$ cat config.mk
export PLATFORM = sky130hd
export DESIGN_NAME = imem_loader
export DESIGN_NICKNAME = d
export VERILOG_FILES = /design/src/rtl/imem_loader.sv
export SDC_FILE = /design/constraint.sdc
export NUM_CORES = 1
export LEC_CHECK = 0
export CAP_MARGIN = 20
export CORE_MARGIN = 5
export CORE_UTILIZATION = 54
export CTS_CLUSTER_DIAMETER = 200
export CTS_CLUSTER_SIZE = 25
export DETAILED_ROUTE_END_ITERATION = 10
export PLACE_DENSITY = 0.82
export SYNTH_ARGS = -nofsm -noshare
export SYNTH_HDL_FRONTEND = slang
export SYNTH_SLANG_ARGS = --single-unit
$ cat constraint.sdc
create_clock -name clk -period 4.29 [get_ports clk]
set_input_delay 0.429 -clock clk [delete_from_list [all_inputs] [get_ports clk]]
set_output_delay 0.429 -clock clk [all_outputs]
set_load 0.01 [all_outputs]
$ cat src/rtl/imem_loader.sv
// Byte-stream loader: packs 4 bytes MSB-first into words and writes them to imem from address 0.
// Latency: mem_we pulses the cycle after the 4th byte handshake; peak rate 1 word per 5 cycles.
// Backpressure: byte_ready is high only while collecting; the source holds its byte otherwise.
module imem_loader #(
    parameter int ADDR_WIDTH = 16,
    parameter int DATA_WIDTH = 32,
    parameter int MAX_WORDS  = 256
) (
    input  logic                  clk,
    input  logic                  reset,
    input  logic                  start,
    input  logic [ADDR_WIDTH-1:0] word_count,
    input  logic [7:0]            byte_in,
    input  logic                  byte_valid,
    output logic                  byte_ready,
    output logic                  mem_we,
    output logic [ADDR_WIDTH-1:0] mem_addr,
    output logic [DATA_WIDTH-1:0] mem_wdata,
    output logic                  busy,
    output logic                  done,
    output logic                  error
);

    typedef enum logic [1:0] {
        IDLE,
        COLLECT,
        WRITE,
        DONE
    } state_t;

    localparam logic [ADDR_WIDTH:0] MAX_CNT = (ADDR_WIDTH + 1)'(MAX_WORDS);

    state_t                state_q;
    state_t                state_d;
    logic [ADDR_WIDTH-1:0] count_q;
    logic [ADDR_WIDTH-1:0] word_idx_q;
    logic [1:0]            byte_cnt_q;
    logic [DATA_WIDTH-1:0] shift_q;
    logic                  done_q;
    logic                  error_q;

    logic start_ok;
    logic bad_count;
    logic xfer;
    logic last_byte;
    logic last_word;

    assign start_ok  = start && (state_q == IDLE || state_q == DONE);
    assign bad_count = (word_count == '0) || ({1'b0, word_count} > MAX_CNT);
    assign xfer      = byte_valid && byte_ready;
    assign last_byte = xfer && (byte_cnt_q == 2'd3);
    assign last_word = (word_idx_q == count_q - ADDR_WIDTH'(1));
    assign done      = done_q;
    assign error     = error_q;

    always_ff @(posedge clk or posedge reset) begin
        if (reset) begin
            state_q <= IDLE;
        end else begin
            state_q <= state_d;
        end
    end

    always_comb begin
        state_d    = state_q;
        byte_ready = 1'b0;
        mem_we     = 1'b0;
        busy       = 1'b0;
        case (state_q)
            IDLE, DONE: begin
                if (start) begin
                    state_d = bad_count ? DONE : COLLECT;
                end
            end
            COLLECT: begin
                byte_ready = 1'b1;
                busy       = 1'b1;
                if (last_byte) begin
                    state_d = WRITE;
                end
            end
            WRITE: begin
                mem_we  = 1'b1;
                busy    = 1'b1;
                state_d = last_word ? DONE : COLLECT;
            end
            default: state_d = IDLE;
        endcase
    end

    // The write port registers load on the 4th byte so they are valid during WRITE and hold afterwards.
    always_ff @(posedge clk or posedge reset) begin
        if (reset) begin
            count_q    <= '0;
            word_idx_q <= '0;
            byte_cnt_q <= '0;
            shift_q    <= '0;
            mem_addr   <= '0;
            mem_wdata  <= '0;
            done_q     <= 1'b0;
            error_q    <= 1'b0;
        end else if (start_ok) begin
            count_q    <= word_count;
            word_idx_q <= '0;
            byte_cnt_q <= '0;
            shift_q    <= '0;
            done_q     <= bad_count;
            error_q    <= bad_count;
        end else if (xfer) begin
            shift_q    <= {shift_q[DATA_WIDTH-9:0], byte_in};
            byte_cnt_q <= byte_cnt_q + 2'd1;
            if (byte_cnt_q == 2'd3) begin
                mem_addr  <= word_idx_q;
                mem_wdata <= {shift_q[DATA_WIDTH-9:0], byte_in};
            end
        end else if (state_q == WRITE) begin
            word_idx_q <= word_idx_q + ADDR_WIDTH'(1);
            if (last_word) begin
                done_q <= 1'b1;
            end
        end
    end

endmodule

### Yosys cells after proc, flatten, opt, wreduce, memory -nomap -nowiden

Index checks and enable logic that the tools add are counted.

| cells by class | value |
|---|---|
| $add $sub $neg | 3 |
| magnitude comparators | 1 |
| equality and inequality tests | 8 |
| multiplexer cells | 19 |
| bitwise logic cells | 1 |
| reduce and logical (&&, ||, !) cells | 16 |

Operators with widths:

| operator | number |
|---|---|
| $mux 16 | 3 |
| $mux 24 | 2 |
| $add 16x1->16 const B | 1 |
| $eq 16x16->1 | 1 |
| $gt 16x9->1 const B | 1 |
| $logic_not 16->1 | 1 |
| $sub 16x1->16 const B | 1 |
| $mux 2 | 6 |
| $mux 1 | 7 |
| $eq 2x2->1 const B | 3 |
| $ne 2x2->1 const B | 3 |
| $pmux 2 s3 | 1 |
| $reduce_and 3->1 | 2 |
| $reduce_bool 2->1 | 3 |
| $reduce_and 2->1 | 2 |
| $reduce_or 2->1 | 2 |
| $logic_and 1x1->1 | 3 |
| $add 2x1->2 const B | 1 |
| $eq 2x1->1 const B | 1 |
| $logic_not 2->1 | 1 |
| $logic_or 1x1->1 | 2 |
| $not 1->1 | 1 |

| storage, ports and cells | value |
|---|---|
| register bits after elaboration | 110 |
| input port bits | 28 |

### Longest topological paths before layout

Gate-level depths: netlist of the first run.

| depth | value |
|---|---|
| depth after elaboration | 6 |
| depth in mapped cells | 9 |
| gate-level depth less buffers | 8 |

### Least setup slack after synthesis of the first run

Ideal clock, no wire load.

| timing path | value |
|---|---|
| path kind | register -> register |
| start | register count_q[7] |
| end | register done_q, in the netlist done |
| data arrival time | 2.312 ns |
| slack | 1.901 ns |
| cell stages (with the launch flop) | 9 |
| buffers on the path | 2 |
| period minus slack after synthesis | 2.389 ns |
| cell sequence | dfrtp_1 > buf_6 > or4_1 > buf_2 > or4_1 > a211o_1 > a31oi_1 > nand4_1 > a21oi_1 |

| on the way | value |
|---|---|
| word-level cells in the longest chain between the ends | 4 |

RTL lines:

| what | line | text |
|---|---|---|
| from (decl) | 35 | `logic [ADDR_WIDTH-1:0] count_q;` |
| from (signal assigned) | 103 | `count_q <= word_count;` |
| $sub 16x1->16 | 52 | `assign last_word = (word_idx_q == count_q - ADDR_WIDTH'(1));` |
| $eq 16x16->1 | 52 |  |
| $reduce_bool 2->1 (no source line) | -- |  |
| $reduce_and 3->1 (no source line) | -- |  |
| to (signal assigned) | 107 | `done_q <= bad_count;` |
| to (decl) | 39 | `logic done_q;` |

Every way passes these cells.
A chain may end at the register's enable or synchronous reset.

### Worst setup path after layout of the first run

| timing path | value |
|---|---|
| start | register state_q[0] |
| end | register mem_wdata[28] |

| on the way | value |
|---|---|
| word-level cells in the longest chain between the ends | 5 |
| elaborated cells between the ends (all ways) | 9 |

RTL lines:

| what | line | text |
|---|---|---|
| from (decl) | 33 | `state_t state_q;` |
| from (signal assigned) | 60 | `state_q <= state_d;` |
| $eq 2x2->1 / $logic_not 2->1 (equally long branches) | 48 | `assign start_ok = start && (state_q == IDLE \|\| state_q == DONE);` |
| $logic_or 1x1->1 | 48 |  |
| $logic_and 1x1->1 | 48 |  |
| $not 1->1 (no source line) | -- |  |
| $reduce_and 3->1 (no source line) (*) | -- |  |
| to (signal assigned) | 114 | `mem_wdata <= {shift_q[DATA_WIDTH-9:0], byte_in};` |
| to (decl) | 18 | `output logic [DATA_WIDTH-1:0] mem_wdata,` |

Mark *: on every way between the ends. The rest lies on a longest branch, timed or not.

==> metrics.cfg, run 1 <==
[grt]
grt_pass1_wl_um = 19400
use_met1_pct = 30.1
gr-total-overflow = 0
antenna_found_initial = 0
grt_max_degree = 47
top_usage_layer = met2
grt_pass1_vias = 3934
grt_util_met2_pct = 31.5
grt_usage_pct = 21.3
grt_util_met3_pct = 5.66

[place]
gp_congestion = 0.860
dp.final_hpwl_um = 7970
io_buffers = 80

[timing]
period_share_pct = 65.2
whs_ns = 0.450
fmax_mhz = 357
slew-limit-headroom_pct = 39.1
final_max_slew_viol_count = 0
rsz0062_at_grt = false
post-route-min-period_ns = 2.80
tightest_slew_ns = 0.911
clock_skew_ns = 0.00989
finalSetupTns_ns = 0
hold_viol = 0
setup_viol_count_final = 0

[job]
maxCapViolations = 0

[finish]
diodes = 0
fin_nets = 589
drive_gt1_share_pct = 9.11
area_growth_pct = 21.3
final_cell_mix = dfrtp_1 (110), nand2_1 (104), clkdlybuf4s50_1 (80)
final_common_cell = dfrtp_1

[setup_path]
crit_buf_inv = 2
cp.required_ns = 4.55
cp_data_arrival_time_ns = 3.06
crit_path_end_kind = flop
cp-start-kind = flop
cp_top_family = simple AND/OR/NAND/NOR gates
max_stage_delay_ns = 0.55
crit_fanout = 31
path_class = reg2reg
path_cells = inv_1, ha_1, nand2_1, nand3_2, buf_4, mux2_1
crit_slowest_cell = nand3_2

[floorplan]
rows = 35
die_h_um = 107
dieArea_um2 = 11400
die_x_um = 107
coreArea_um2 = 9150
ios = 81
initial_core_util_pct = 55.0

[routing]
vias_per_cell = 5.75
routed_wl_um = 11300
drc = 0
wl_per_cell_um = 16.9
vias = 3855
ant_nets = 0
first_iter_violations = 236
drt-pass1-iter-count = 5

[clock_tree]
cts_resized = 0
cts_buffers = 9
cts_max_level = 3
cts_buffer_depth = 2
root_buffer = clkbuf_8
clkLatencyLatePin_ns = 0.38
post-cts-setup-buffers = 0
cts-hold-fix-buffers = 0
clkTransAtPathRegs_ns = 0.11
cts_sinks = 110
cts_tree = built

[status]
status = completed

[yosys]
async_flop_share_pct = 100
yosys_warnings = 0
synth_edf_count = 0
synth-seq-area-share_pct = 54.7
syn-num-nets = 521
syn-cell-area_um2 = 5040
ys_ff_latch = 110
syn-instance-count = 487
avgSynthCellArea_um2 = 10.3
ys.flop_type = dfrtp_1
synth_cell_types = 49

[power]
p_leak_uw = 0.00274
power_density_nw_per_um2 = 527
peakVddDrop_uv = 356

[hold_path]
hold_path_class = in2async

==> layout make-up <==
cell class	instances	area (µm²)
Sequential cell	110	2750
Clock inverter	5	52.6
Multi-Input combinational cell	338	2140
Clock buffer	11	141
Fill cell	685	3050
Timing Repair Buffer	85	838
Tap cell	111	139
Inverter	11	43.8
==> state kept, by name (all words and copies together), names as in the netlist <==
name / count
mem_wdata: 32
shift_q: 24
count_q: 16
mem_addr: 16
word_idx_q: 16
byte_cnt_q: 2
state_q: 2
done: 1
error: 1
==> per-stage QoR <==
step	util, %	area (µm²)	total power, µW	setup WS [ns]	std cells
floorplan	-	5040	2230	0.959	487
global placement	64.6	5910	2570	1.55	655
detailed placement	64.6	5910	2620	1.49	655
CTS	66.7	6110	3230	1.51	671
global route	66.7	6110	3450	1.28	671
finish	66.7	6110	3220	1.49	671
==> final timing paths <==
check                       startpoint       endpoint  slack, ns  cells past startpoint
max                         state_q[0]  mem_wdata[28]       1.49                      6
min                              reset   mem_addr[12]       0.45                      2
max reg2reg                 state_q[0]  mem_wdata[28]       1.49                      6
min reg2reg                shift_q[19]  mem_wdata[27]       0.50                      1
max in group asynchronous        reset  word_idx_q[3]       2.99                      3
min in group clk           shift_q[19]  mem_wdata[27]       0.50                      1
==> where the power goes <==
group / internal [µW] / switching, µW / leakage (µW) / total [µW]
clock network: 241 / 368 / 0.0000952 / 609
registers: 1260 / 242 / 0.00148 / 1500
logic: 491 / 613 / 0.00117 / 1100
==> cells by family after synthesis <==
family,Yosys count,share of synthesized area [%]
muxes,46,10.3
xor gates and xnor gates,29,5.32
AOI/OAI and AO/OA,68,7.88
DFF,110,54.7
adders and majority gates,6,1.49
buffers and inverters,39,3.11
and+or+nand+nor,189,17.3
==> Yosys cell counts (2+ instances only) <==
cell,instances,area (µm²)
ha_1,6,75.1
clkbuf_1,24,90.1
nand2b_1,3,18.8
nor4_1,7,43.8
mux2_2,25,282
xor2_1,10,87.6
o31ai_1,3,22.5
o21ai_1,4,20.0
or4_1,7,52.6
nand2_1,104,390
nand4_1,7,43.8
buf_2,2,10.0
inv_1,10,37.5
a211o_1,3,26.3
mux2_1,20,225
nand3_1,14,70.1
nor2_1,23,86.3
or3_1,8,50.1
a22oi_1,2,15.0
o21ai_0,9,45.0
a21oi_1,37,185
dfrtp_1,110,2750
nor2b_1,2,12.5
xnor2_1,18,158
nor3_1,5,25.0
==> routing by layer <==
metal	vias up	share of wire [%]
met2	146	45
met5	-	0
met3	26	8.0
li1	1803	-
met4	0	2.4
met1	1880	44
Note: power is estimated with default switching activity, not from simulation.
==> run 2: changes to the inputs <==
Clock period 4.29 ns to 2.6 ns, I/O delays scaled along.
==> run 2 against run 1 <==
- wire length is 4.6% higher
- clock power is 72% higher
- first-iteration DRC count is 41% higher
- non-clock buffer count is 10 higher
- global-route usage grew 0.80 points
- critical path type unchanged
- largest cell class unchanged
- largest power group unchanged
==> metrics.cfg, run 2 (synthesized netlist as in run 1, its figures left out) <==
[status]
status = completed

[finish]
top_regs = mem_wdata (32), shift_q (24)
diodes = 0
n_fill_cell = 675
area_growth_pct = 24.1
regArea_um2 = 2750
multi_input_area_um2 = 2160
drive_gt1_share_pct = 11.2
largest_reg_flops = 32
final_cell_mix = dfrtp_1 (110), nand2_1 (104), clkdlybuf4s50_1 (80)
final_common_cell = dfrtp_1
regMostFlops = mem_wdata
fin_nets = 599

[grt]
antenna_found_initial = 0
grt_usage_pct = 22.1
grt_pass1_vias = 4022
grt_pass1_wl_um = 20100
grt_max_degree = 111
gr-total-overflow = 0

[place]
io_buffers = 80
post-place-ws_ns = 0.167
gp_congestion = 0.923
dp.final_hpwl_um = 8430

[floorplan]
die_x_um = 107
dieArea_um2 = 11400
die_h_um = 107
rows = 35
ios = 81
initial_core_util_pct = 55.0
coreArea_um2 = 9150

[setup_path]
cp_data_arrival_time_ns = 2.84
crit_fanout = 4
cp.required_ns = 2.91
crit_path_end_kind = flop
max_stage_delay_ns = 0.55
startpoint = count_q[0]
crit_buf_inv = 1
path_class = reg2reg
crit_slowest_cell = or4_1
path_cells = inv_1, ha_4, or3b_1, or4_1, a211o_1, a31oi_1, nand4_1, a21oi_2
cp_top_family = simple AND/OR/NAND/NOR gates
cp-start-kind = flop
rr_startpoint = count_q[0]

[power]
p_leak_uw = 0.00281
power_density_nw_per_um2 = 889
p_total_uw = 5550
peakVddDrop_uv = 572

[timing]
hold_viol = 0
fmax_mhz = 395
setup_ws_ns = 0.0686
slew-limit-headroom_pct = 62.5
tightest_slew_ns = 0.562
post-route-min-period_ns = 2.53
period_share_pct = 97.4
setup_viol_count_final = 0
whs_ns = 0.383
final_max_slew_viol_count = 0
clock_skew_ns = 0.0203

[clock_tree]
root_buffer = clkbuf_8
clkLatencyLatePin_ns = 0.38
clkTransAtPathRegs_ns = 0.11
cts_sinks = 110
cts_tree = built
cts_buffer_depth = 2
cts_buffers = 9
cts_max_level = 3
cts-hold-fix-buffers = 0

[routing]
ant_nets = 0
drc = 0
wl_per_cell_um = 17.4
vias = 3887
vias_per_cell = 5.71
first_iter_violations = 332
routed_wl_um = 11900
drt-pass1-iter-count = 4

[job]
maxCapViolations = 0

[hold_path]
hold_path_class = in2async

==> run 2: layout make-up <==
cell class / instances / area share, %
Multi-Input combinational cell: 338 / 34.5
Clock inverter: 7 / 1.50
Tap cell: 111 / 2.22
Sequential cell: 110 / 44.1
Clock buffer: 9 / 1.98
Timing Repair Buffer: 95 / 15.0
Inverter: 11 / 0.721
==> run 2: worst register-to-register path: cells and delay by family (launching register included) <==
kind	cells	cell delay, ns
simple gates	3	1.06
compound gates	3	0.66
fa+ha+maj	1	0.16
flops	1	0.44
buf+inv	1	0.14
==> run 2: what timing repair did <==
| action | in CTS | in global routing |
|---|---|---|
| resized for setup | 0 | 3 |
| hold endpoints to repair | 0 | 0 |
| endpoints found under the setup margin | 0 | 1 |
| buffers inserted | 0 | 1 |
==> run 2: final timing paths <==
path | endpoint | slack, ns | cells past startpoint
hold reg to reg | mem_addr[6] | 0.50 | 1
max in group asynchronous | mem_wdata[30] | 1.80 | 3
hold / removal | mem_addr[14] | 0.38 | 3
setup reg to reg | done | 0.07 | 8
min in group clk | count_q[3] | 0.44 | 3
setup / recovery | done | 0.07 | 8
==> run 2: per-stage QoR <==
step / cells / util, % / setup TNS (ns) / instance area (µm²)
after floorplan: 487 / - / 0 / 5040
after global placement: 664 / 65.6 / 0 / 6010
after detailed placement: 664 / 65.6 / 0 / 6010
after CTS: 680 / 68.0 / 0 / 6220
after global routing: 681 / 68.3 / -0.00764 / 6250
final: 681 / 68.3 / 0 / 6250
==> run 2: report_power, final <==
group          internal (µW)  leakage, µW  switching (µW)  total (µW)
sequential              2080      0.00148             360        2440
combinational            924      0.00122            1140        2060
clock                    397     0.000107             655        1050
total                   3400      0.00281            2150        5550
==> run 2: layer usage <==
metal	wire length, µm	global-route usage [%]
met1	4990	30.4
met2	5850	35.4
met3	864	5.90
met4	161	4.93
met5	0	0
==> run 3: changes to the inputs <==
Settings changed: CTS_CLUSTER_SIZE 25 to 28.
==> results of run 3 <==
Same layout as run 2: the final DEF is identical, and so are final timing and power.
